<file path="config.mk">
export PLATFORM = sky130hd
export DESIGN_NAME = muldiv_ctrl
export DESIGN_NICKNAME = d
export VERILOG_FILES = /design/src/rtl/muldiv_ctrl.sv
export SDC_FILE = /design/constraint.sdc
export NUM_CORES = 1
export LEC_CHECK = 0
export ABC_AREA = 1
export CORE_AREA = 2 2 153 110
export CTS_CLUSTER_SIZE = 10
export DETAILED_ROUTE_END_ITERATION = 16
export DIE_AREA = 0 0 155 112
export PLACE_DENSITY_LB_ADDON = 0.1
export SLEW_MARGIN = 20
export SYNTH_ARGS = -nofsm -noshare
export SYNTH_HDL_FRONTEND = slang
export SYNTH_SLANG_ARGS = --single-unit
</file>
<file path="constraint.sdc">
create_clock -name clk -period 1.6 [get_ports clk]
set_input_delay 0.32 -clock clk [delete_from_list [all_inputs] [get_ports clk]]
set_output_delay 0.32 -clock clk [all_outputs]
set_load 0.02 [all_outputs]
</file>
<file path="src/rtl/muldiv_ctrl.sv">
// muldiv_ctrl -- sequencer between the CPU and the external multiplier and
// divider units. It accepts one MULT/DIV request at a time and latches the
// operands. It strobes the selected unit and waits for that unit's done
// strobe, with a timeout. It then writes HI/LO, or raises a divide-by-zero
// or timeout exception pulse instead.
//
// Ports:
//   clk, reset                      clock, synchronous active-low reset
//   req_valid, req_op               request strobe, 0 = MULT / 1 = DIV
//   rs_val, rt_val                  operands (rt_val is the divisor)
//   abort                           pipeline flush, cancels in-flight op
//   mult_done_in, div_done_in       unit completion strobes
//   mult_hi/lo, div_quot/rem        unit results, valid in the done cycle
//   req_ready, busy                 idle / stall indications
//   MultStart, DivStart             one-cycle unit start strobes
//   op_a, op_b                      latched operands to both units
//   HIWrite, LOWrite, hi_data, lo_data   HI/LO write port
//   div_zero_exc, timeout_exc       one-cycle exception pulses
module muldiv_ctrl #(
    parameter int unsigned TIMEOUT_CYCLES = 48  // legal range 1..63
) (
    input  logic        clk,
    input  logic        reset,
    input  logic        req_valid,
    input  logic        req_op,
    input  logic [31:0] rs_val,
    input  logic [31:0] rt_val,
    input  logic        abort,
    input  logic        mult_done_in,
    input  logic        div_done_in,
    input  logic [31:0] mult_hi,
    input  logic [31:0] mult_lo,
    input  logic [31:0] div_quot,
    input  logic [31:0] div_rem,
    output logic        req_ready,
    output logic        busy,
    output logic        MultStart,
    output logic        DivStart,
    output logic [31:0] op_a,
    output logic [31:0] op_b,
    output logic        HIWrite,
    output logic        LOWrite,
    output logic [31:0] hi_data,
    output logic [31:0] lo_data,
    output logic        div_zero_exc,
    output logic        timeout_exc
);

    localparam logic [2:0] S_IDLE  = 3'd0;
    localparam logic [2:0] S_START = 3'd1;
    localparam logic [2:0] S_WAIT  = 3'd2;
    localparam logic [2:0] S_WRITE = 3'd3;
    localparam logic [2:0] S_EXC   = 3'd4;

    localparam logic [5:0] CNT_LAST = 6'(TIMEOUT_CYCLES - 1);
    localparam logic [5:0] CNT_MAX  = 6'd63;

    logic [2:0]  state_q, state_d;
    logic        op_q, op_d;          // 0 = MULT, 1 = DIV
    logic [31:0] op_a_q, op_a_d;
    logic [31:0] op_b_q, op_b_d;
    logic [31:0] hi_q, hi_d;
    logic [31:0] lo_q, lo_d;
    logic [5:0]  cnt_q, cnt_d;
    logic        dz_q, dz_d;          // EXC cause: 1 = divide-by-zero, 0 = timeout
    logic        sel_done;

    always_comb begin
        state_d  = state_q;
        op_d     = op_q;
        op_a_d   = op_a_q;
        op_b_d   = op_b_q;
        hi_d     = hi_q;
        lo_d     = lo_q;
        cnt_d    = cnt_q;
        dz_d     = dz_q;
        // Only the unit we started may finish the operation.
        sel_done = op_q ? div_done_in : mult_done_in;

        case (state_q)
            S_IDLE: begin
                // abort in IDLE has no state effect but still blocks acceptance.
                if (req_valid && !abort) begin
                    op_d   = req_op;
                    op_a_d = rs_val;
                    op_b_d = rt_val;
                    if (req_op && (rt_val == 32'd0)) begin
                        state_d = S_EXC;
                        dz_d    = 1'b1;
                    end else begin
                        state_d = S_START;
                        dz_d    = 1'b0;
                    end
                end
            end
            S_START: begin
                cnt_d   = 6'd0;
                state_d = S_WAIT;
            end
            S_WAIT: begin
                // A done in the final counted cycle beats the timeout.
                if (sel_done) begin
                    hi_d    = op_q ? div_rem  : mult_hi;
                    lo_d    = op_q ? div_quot : mult_lo;
                    state_d = S_WRITE;
                end else if (cnt_q == CNT_LAST) begin
                    dz_d    = 1'b0;
                    state_d = S_EXC;
                end else if (cnt_q != CNT_MAX) begin
                    cnt_d = cnt_q + 6'd1;
                end
            end
            S_WRITE: state_d = S_IDLE;
            S_EXC:   state_d = S_IDLE;
            default: state_d = S_IDLE;
        endcase

        if (abort && (state_q != S_IDLE)) begin
            state_d = S_IDLE;
        end
    end

    always_ff @(posedge clk) begin
        if (!reset) begin
            state_q <= S_IDLE;
            op_q    <= 1'b0;
            op_a_q  <= 32'd0;
            op_b_q  <= 32'd0;
            hi_q    <= 32'd0;
            lo_q    <= 32'd0;
            cnt_q   <= 6'd0;
            dz_q    <= 1'b0;
        end else begin
            state_q <= state_d;
            op_q    <= op_d;
            op_a_q  <= op_a_d;
            op_b_q  <= op_b_d;
            hi_q    <= hi_d;
            lo_q    <= lo_d;
            cnt_q   <= cnt_d;
            dz_q    <= dz_d;
        end
    end

    // Strobes come from registered state. The only combinational term is
    // the abort mask, which kills any side effect in the flush cycle.
    assign req_ready    = (state_q == S_IDLE);
    assign busy         = (state_q != S_IDLE);
    assign MultStart    = (state_q == S_START) && !op_q && !abort;
    assign DivStart     = (state_q == S_START) &&  op_q && !abort;
    assign HIWrite      = (state_q == S_WRITE) && !abort;
    assign LOWrite      = (state_q == S_WRITE) && !abort;
    assign div_zero_exc = (state_q == S_EXC) &&  dz_q && !abort;
    assign timeout_exc  = (state_q == S_EXC) && !dz_q && !abort;
    assign op_a         = op_a_q;
    assign op_b         = op_b_q;
    assign hi_data      = hi_q;
    assign lo_data      = lo_q;

endmodule
</file>
# --- Word-level counts from Yosys, hierarchy flattened ---
# Cells that the tools add are included.
word_totals:
  word_cells: 65
  output_inout_bits: 136
  ff_bits: 139
op_classes:
  n_reduce_logical: 26
  muxes: 17
  add_sub_neg: 1
  n_eq_ne: 12
  n_bitwise: 1
ops:
  columns: ["operator", "n"]
  rows:
  - ["$mux 32", 2]
  - ["$logic_not 32->1", 1]
  - ["$mux 6", 3]
  - ["$logic_and 1x1->1", 12]
  - ["$mux 3", 4]
  - ["$pmux 6 s2", 1]
  - ["$pmux 3 s3", 1]
  - ["$ne 2x2->1 const B", 4]
  - ["$reduce_and 4->1", 2]
  - ["$add 6x1->6 const B", 1]
  - ["$eq 3x2->1 const B", 2]
  - ["$eq 6x6->1 const B", 1]
  - ["$ne 6x6->1 const B", 1]
  - ["$reduce_and 2->1", 3]
  - ["$mux 1", 5]
  - ["$reduce_bool 2->1", 2]
  - ["$eq 3x1->1 const B", 1]
  - ["$eq 3x3->1 const B", 1]
  - ["$logic_not 1->1", 3]
  - ["$logic_not 3->1", 1]
  - ["$ne 3x3->1 const B", 1]
  - ["$reduce_bool 3->1", 1]
  - ["$ne 2x1->1 const B", 1]
  - ["$pmux 1 s2", 1]
  - ["other kinds (2)", 2]

# --- Logic depth before layout (Yosys ltp) ---
# Gate-level depths: netlist of run 1.
depth:
  ltp_word: 5
  depth_mapped: 10
  ltp_nobuf: 10

# --- Worst setup path before layout of run 1 ---
# No wires, ideal clock.
synth_timing:
  path_kind: "reg-to-output"
  startpoint: "reg op_q"
  endpoint: "out MultStart"
  path_stages_with_launch: 5
  path_buffers: 3
  slack_ns: 0.011
  arrival_time_ns: 1.269
  path_cell_list: "dfxtp_1 > buf_2 > buf_6 > buf_2 > nor3_1"
synth_via:
  elab_chain_cells: 3
synth_lines:
  columns: ["item", "line_no", "text"]
  rows:
  - ["from (decl)", "59", "logic op_q, op_d;"]
  - ["from (signal assigned)", "135", "op_q <= op_d;"]
  - ["$logic_not 1->1", "149", "assign MultStart = (state_q == S_START) && !op_q && !abort;"]
  - ["$logic_and 1x1->1 (2 in a row)", "149", null]
  - ["to (decl)", "37", "output logic MultStart,"]
# Every way passes these cells.

# --- Worst setup path in the final report of run 1 ---
layout_timing:
  startpoint: "reg state_q[1]"
  endpoint: "out DivStart"
layout_via:
  elab_chain_cells: 3
layout_lines:
  columns: ["item", "line_no", "text"]
  rows:
  - ["from (decl)", "58", "logic [2:0] state_q, state_d;"]
  - ["from (signal assigned)", "134", "state_q <= state_d;"]
  - ["$eq 3x1->1", "150", "assign DivStart = (state_q == S_START) && op_q && !abort;"]
  - ["$logic_and 1x1->1 (2 in a row)", "150", null]
  - ["to (decl)", "38", "output logic DivStart,"]
# Every way passes these cells.

==> results.py, run 1 <==
metrics = {
    "outcome": {
        "status": "complete, no violations",
    },
    "worst_setup_path": {
        "critPathSlowestCell": "dfxtp_2",
        "critical_path_class": "flip-flop to primary output",
        "ff2ff_setup_slack_ns": 0.10,
        "critPathArrivalTime_ns": 1.27,
        "critPathMaxFanout": 4,
        "cp-end-kind": "primary output",
        "path_cells": "inv_2 -> nand2_2 -> nor2_2 -> nand2_1 -> nor2_1 -> buf_4",
        "cp_data_required_time_ns": 1.28,
        "critPathMaxStageDelay_ns": 0.34,
        "startpoint_type": "flip-flop",
    },
    "cells_and_area": {
        "final_common_cell": "clkdlybuf4s50_1",
        "drive_above_1_share": 0.1081,
        "syn_to_final_growth_pct": 71.69,
        "layout_common_cells": "197 x clkdlybuf4s50_1, 148 x nor2_1, 134 x dfxtp_1",
        "layout.nets": 1251,
        "diodes": 0,
        "instances_no_fill": 1269,
        "post-route-util": 0.6257,
    },
    "power": {
        "p_total_mw": 13.68,
        "leakage_nw": 4.427,
        "switching_power_mw": 4.956,
        "pwr-share-seq": 0.335,
        "combinationalPowerShare": 0.392,
        "p_per_area_nw_per_um2": 1370,
        "switching_share": 0.3622,
        "intPower_mw": 8.726,
        "ir_worst_vdd_mv": 0.8334,
        "clkPwrFrac": 0.272,
    },
    "clock_network": {
        "cts.sinks": 139,
        "insertion_delay_ns": 0.41,
        "numCtsBuffers": 17,
        "cts_tree": "yes",
        "ctsRootBufferMaster": "clkbuf_16",
        "clockBufferDepth": 2,
        "htree_levels": 4,
        "cts.clk_slew.worst_paths_ns": 0.06,
    },
    "grt": {
        "met1_usage": 0.2473,
        "grt_usage": 0.2093,
        "grt_max_degree": 69,
        "grt_first_pass_wirelength_mm": 28.67,
        "top_usage_layer": "met2",
        "globalRouteMet2Util": 0.3508,
        "grtUsageMet3": 0.07980,
        "grt_overflow": 0,
        "antenna_found_initial": 0,
        "grt_pass1_vias": 5594,
    },
    "timing": {
        "hold_viol": 0,
        "rsz0062_at_grt": "true",
        "period_share": 0.9956,
        "tns_ns": 0,
        "slew_viol_final": 0,
        "clock_skew_ns": 0.01093,
        "setup-violations-final": 0,
        "whs_ns": 0.3180,
        "layout_min_cycle_time_ns": 1.593,
        "tightest_slew_ns": 0.3048,
        "slew-limit-headroom": 0.7968,
        "max_freq_mhz": 627.8,
    },
    "floorplan": {
        "initial_utilization": 0.3645,
        "die_area_um2": 17360,
        "coreArea_um2": 15960,
        "io_pins": 335,
        "die_w_um": 155,
        "fp-row-count": 39,
        "die_h_um": 112,
    },
    "synth": {
        "synth_simple_gate_area_frac": 0.1461,
        "ys.warnings.count": 0,
        "avgSynthCellArea_um2": 8.214,
        "synth_top_family_by_area": "compound AO/OA/AOI/OAI gates",
        "synth_adder_area_share": 0.002151,
        "synth_cells": 708,
        "synth_seq_cells": 139,
        "synthTopCellsByArea": "dfxtp_1 48%, mux2i_1 11%, o21ai_0 10%",
        "synth_top_cell_area_share": 0.4785,
        "ys_types": 31,
        "syn_nets": 908,
        "yosysTopAreaCell": "dfxtp_1",
        "ys_seq_area_frac": 0.4785,
        "synth-compound-area-share": 0.1876,
        "synthMuxAreaShare": 0.1102,
        "synth-xor-area-share": 0.004518,
        "synthesis.area_um2": 5816,
    },
    "routing": {
        "wl_per_cell_um": 15.06,
        "firstDrtPassIters": 4,
        "drc": 0,
        "drt-initial-drc-count": 273,
        "detail-route-antenna-nets": 0,
        "vias": 5914,
        "avgViaCountPerCell": 4.660,
        "drt_wl_total_mm": 19.12,
    },
    "placed_design": {
        "dp_hpwl_mm": 13.68,
        "dp_cells": 1232,
        "io_buffers": 334,
        "gp_congestion": 0.7962,
    },
    "run": {
        "maxCapViolations": 0,
    },
    "hold_path": {
        "hold_path.class": "input port to flip-flop",
    },
}
==> timing repair <==
action                     CTS  global route
hold buffers                 0             0
setup buffers                1             2
resized for setup          174            16
setup endpoints to repair  136            24
pin swaps                    3             4
cloned                       0             2
==> critical path: cells and delay by family, from the launching register on <==
kind / cells / cell delay [ns]
flip-flops: 1 / 0.34
buffers and inverters: 2 / 0.21
AND/OR/NAND/NOR: 4 / 0.32
==> stage by stage <==
step	instance area (um^2)	worst slack, ns
floorplan	5816	0.01067
global placement	9474	-0.3819
detailed placement	9474	-0.4015
CTS	9876	-0.03810
global route	9985	-0.1234
finish	9985	0.007025
==> area by class of cell <==
type | instances | area [um^2]
clock buffers | 19 | 442.9
clock inverters | 13 | 120.1
fillers | 1521 | 5972
inverters | 26 | 100.1
multi-input cells | 492 | 2660
flip-flops and latches | 139 | 2796
well taps | 205 | 256.5
repair buffers | 375 | 3608
==> cells by family (layout without fill, tap and decap cells) <==
kind of cell | Yosys count | count (layout)
buffers and inverters | 77 | 433
AND/OR/NAND/NOR | 209 | 209
multiplexers | 64 | 64
AO/OA/AOI/OAI | 215 | 215
flip-flops | 139 | 139
adder cells (fa/ha/maj) | 1 | 1
XOR/XNOR | 3 | 3
==> flip-flops by register name, summed over array words and instances (netlist names) <==
signal and flops:
state_q 3, op_a 32, dz_q 1, op_q 1, cnt_q 6, lo_data 32
op_b 32, hi_data 32
==> synthesized netlist by cell type <==
| master | instances |
|---|---|
| nand3b_1 | 1 |
| nand4_1 | 1 |
| o21a_1 | 1 |
| nand2_1 | 36 |
| nor2_4 | 2 |
| dfxtp_1 | 139 |
| clkbuf_1 | 14 |
| nand2_2 | 4 |
| nor3_1 | 1 |
| nand3_2 | 1 |
| o21ai_1 | 12 |
| a21oi_2 | 1 |
| inv_4 | 1 |
| a21oi_1 | 78 |
| clkbuf_2 | 2 |
| xor2_1 | 2 |
| nor2_1 | 152 |
| xnor2_1 | 1 |
| o21ai_2 | 2 |
| inv_2 | 3 |
| buf_1 | 1 |
| mux2i_1 | 64 |
| buf_2 | 17 |
| o21ai_0 | 120 |
| nand2_4 | 2 |
| ha_1 | 1 |
| buf_6 | 9 |
| inv_1 | 22 |
| nand3_1 | 9 |
| a31oi_1 | 1 |
| buf_4 | 8 |
==> worst paths after layout <==
check	from	cells after the start	end
worst max register to register	op_q	7	hi_data[27]
worst min register to register	op_a[7]	2	op_a[7]
worst max-delay path	state_q[1]	6	DivStart
worst min-delay path	reset	3	lo_data[20]
==> per-layer routing <==
metal / vias to the layer above / wire [um]
met5: - / 0
met4: 0 / 286
met3: 21 / 1546
met2: 182 / 9027
met1: 2644 / 8256
li1: 3067 / -
==> power by group through the flow <==
stage	clock network [mW]	logic, mW	registers (mW)
finish	3.73	5.37	4.59
floorplan	0	2.23	5.50
CTS	3.84	5.26	4.59
global placement	0	5.71	4.64
detailed placement	0	5.72	4.66
global route	3.98	5.83	4.69
(Power assumes the default switching activity.)
==> inputs of run 2 (changes only) <==
--- a/config.mk
+++ b/config.mk
@@ -11,6 +11,7 @@
 export DETAILED_ROUTE_END_ITERATION = 16
 export DIE_AREA = 0 0 155 112
 export PLACE_DENSITY_LB_ADDON = 0.1
+export SETUP_SLACK_MARGIN = 0.4
 export SLEW_MARGIN = 20
 export SYNTH_ARGS = -nofsm -noshare
 export SYNTH_HDL_FRONTEND = slang
==> run 2 against run 1 <==
The flow now finishes with violations (setup timing). Sequential share of layout area decreased by 4.3 points. Combinational power increased by 68%. Register-to-register slack got worse by 0.14 ns. Hold slack got worse by 0.046 ns. Fmax decreased by 3.0%. Non-clock buffer count increased by 105. Global-route usage increased by 3.8 points.
==> results.py, run 2 (synthesized netlist as in run 1, its figures left out) <==
metrics = {
    "clock_network": {
        "cts.clk_slew.worst_paths_ns": 0.06,
        "insertion_delay_ns": 0.42,
        "cts_hold_buffers": 0,
        "cts_tree": "yes",
        "cts.sinks": 139,
        "htree_levels": 4,
        "numCtsBuffers": 17,
        "clockBufferDepth": 2,
        "ctsRootBufferMaster": "clkbuf_16",
    },
    "cells_and_area": {
        "final_area_um2": 12590,
        "syn_to_final_growth_pct": 116.5,
        "instances_no_fill": 1375,
        "drive_above_1_share": 0.5085,
        "layout.nets": 1357,
        "layout_common_cells": "196 x clkdlybuf4s50_1, 157 x buf_6, 118 x dfxtp_2",
        "diodes": 0,
        "final_common_cell": "clkdlybuf4s50_1",
    },
    "floorplan": {
        "die_h_um": 112,
        "die_w_um": 155,
        "initial_utilization": 0.3645,
        "coreArea_um2": 15960,
        "io_pins": 335,
        "die_area_um2": 17360,
        "fp-row-count": 39,
    },
    "outcome": {
        "status": "finished with violations",
        "failed_checks": "setup timing",
    },
    "timing": {
        "layout_min_cycle_time_ns": 1.641,
        "rsz0062_at_grt": "true",
        "slew_viol_final": 0,
        "slew-limit-headroom": 0.7458,
        "setup-violations-final": 17,
        "tightest_slew_ns": 0.3799,
        "period_share": 1.026,
        "max_freq_mhz": 609.2,
        "worst_slack_ns": -0.04144,
        "clock_skew_ns": 0.01283,
        "hold_viol": 0,
    },
    "placed_design": {
        "dp_slack_ns": -0.5003,
        "dp_hpwl_mm": 14.69,
        "dp_cells": 1244,
        "placed_area_um2": 9642,
        "io_buffers": 334,
        "gp_congestion": 0.8182,
    },
    "power": {
        "clkPwrFrac": 0.238,
        "switching_power_mw": 6.469,
        "combinationalPowerShare": 0.490,
        "intPower_mw": 11.95,
        "pwr-share-seq": 0.273,
        "p_per_area_nw_per_um2": 1463,
        "leakage_nw": 5.216,
        "switching_share": 0.3512,
        "ir_worst_vdd_mv": 0.8762,
    },
    "worst_setup_path": {
        "rr_worst_depth": 11,
        "critPathMaxStageDelay_ns": 0.40,
        "critPathArrivalTime_ns": 1.93,
        "startpoint_type": "flip-flop",
        "ff2ff_setup_slack_ns": -0.04,
        "critPathSlowestCell": "dfxtp_4",
        "path_cells": "nor2_4 -> buf_6 -> nand2_8 -> clkinv_4 -> buf_6 -> nand2_8 -> clkinv_8 -> buf_16 -> buf_12 -> nor2_4 -> nor2_1",
        "critical_path_class": "flip-flop to flip-flop",
        "r2r_start": "state_q[0]",
        "cp_data_required_time_ns": 1.89,
        "cp-end-kind": "flip-flop",
        "reg2reg_to": "op_a[31]",
        "critPathMaxFanout": 8,
    },
    "routing": {
        "drt_wl_total_mm": 25.76,
        "drc": 0,
        "firstDrtPassIters": 4,
        "drt-initial-drc-count": 374,
        "wl_per_cell_um": 18.73,
        "vias": 6858,
        "avgViaCountPerCell": 4.988,
        "detail-route-antenna-nets": 0,
    },
    "run": {
        "maxCapViolations": 0,
    },
    "grt": {
        "grt_pass1_vias": 6156,
        "grt_usage": 0.2476,
        "grt_first_pass_wirelength_mm": 33.44,
        "grt_overflow": 0,
        "grt_max_degree": 48,
        "antenna_found_initial": 0,
    },
    "hold_path": {
        "hold_path.class": "input port to flip-flop",
        "hold_depth": 3,
        "holdPathEnd": "op_b[21]",
        "holdCritStartpoint": "reset",
    },
}
[run 2: cell types whose count changed in the layout (fill, tap and decap cells not counted), moves of 43 or more]
cell / change
buf_4: +51
buf_6: +155
dfxtp_1: -129
dfxtp_2: +116
dlygate4sd2_1: -128
nor2_1: -52
nor2_4: +43
o21ai_0: -100
o21ai_1: +57
[run 2: cell type report]
class	instances	area [um^2]
well taps	205	256.5
repair inverters	1	11.26
repair buffers	480	5246
clock buffers	17	425.4
flip-flops and latches	139	2990
fillers	1062	3363
multi-input cells	492	3328
inverters	26	115.1
clock inverters	15	220.2
[run 2: layer usage]
layer / up-vias / GRT usage / wire [um]
li1: 3310 / - / -
met1: 3254 / 0.3260 / 11010
met3: 49 / 0.06345 / 1672
met2: 245 / 0.3953 / 12340
met5: - / 0 / 0
met4: 0 / 0.08642 / 735
[run 2: critical path, delay by kind of cell (launching register included)]
| family | cells | cell delay (ns) |
|---|---|---|
| buffers and inverters | 6 | 0.72 |
| flip-flops | 1 | 0.40 |
| AND/OR/NAND/NOR | 5 | 0.38 |
[run 2: repair_timing]
action	in CTS	in global routing
gates cloned	8	13
setup endpoints to repair	275	272
setup buffers	14	64
gates resized for setup	1023	188
pin swaps	55	65
[run 2: metrics by stage]
stage          utilization  TNS [ns]  power (mW)  hold WS [ns]
6_report            0.7892   -0.3596       18.42        0.2718
5_1_grt             0.7892    -2.771       19.20        0.2674
4_1_cts             0.7023   -0.1604       16.38        0.2683
3_5_place_dp        0.6043    -25.92       10.66        0.4549
3_3_place_gp        0.6043    -22.61       10.62        0.4489
2_1_floorplan            -         0       7.995        0.4571
[run 2: worst max path at each step]
stage,cells past startpoint,slack [ns],to,from
after floorplan,8,0.32,op_a[10],state_q[0]
after global placement,5,-0.47,MultStart,abort
after detailed placement,5,-0.50,MultStart,abort
after CTS,5,-0.05,timeout_exc,state_q[1]
after global routing,9,-0.09,lo_data[7],state_q[0]
final,11,-0.04,op_a[31],state_q[0]
[run 2: power by group through the flow]
stage	Sequential, mW	Combinational, mW	Clock, mW
2_1_floorplan	5.53	2.46	0
3_3_place_gp	4.68	5.94	0
3_5_place_dp	4.70	5.96	0
4_1_cts	4.94	7.02	4.42
5_1_grt	5.10	9.50	4.60
6_report	5.03	9.02	4.38
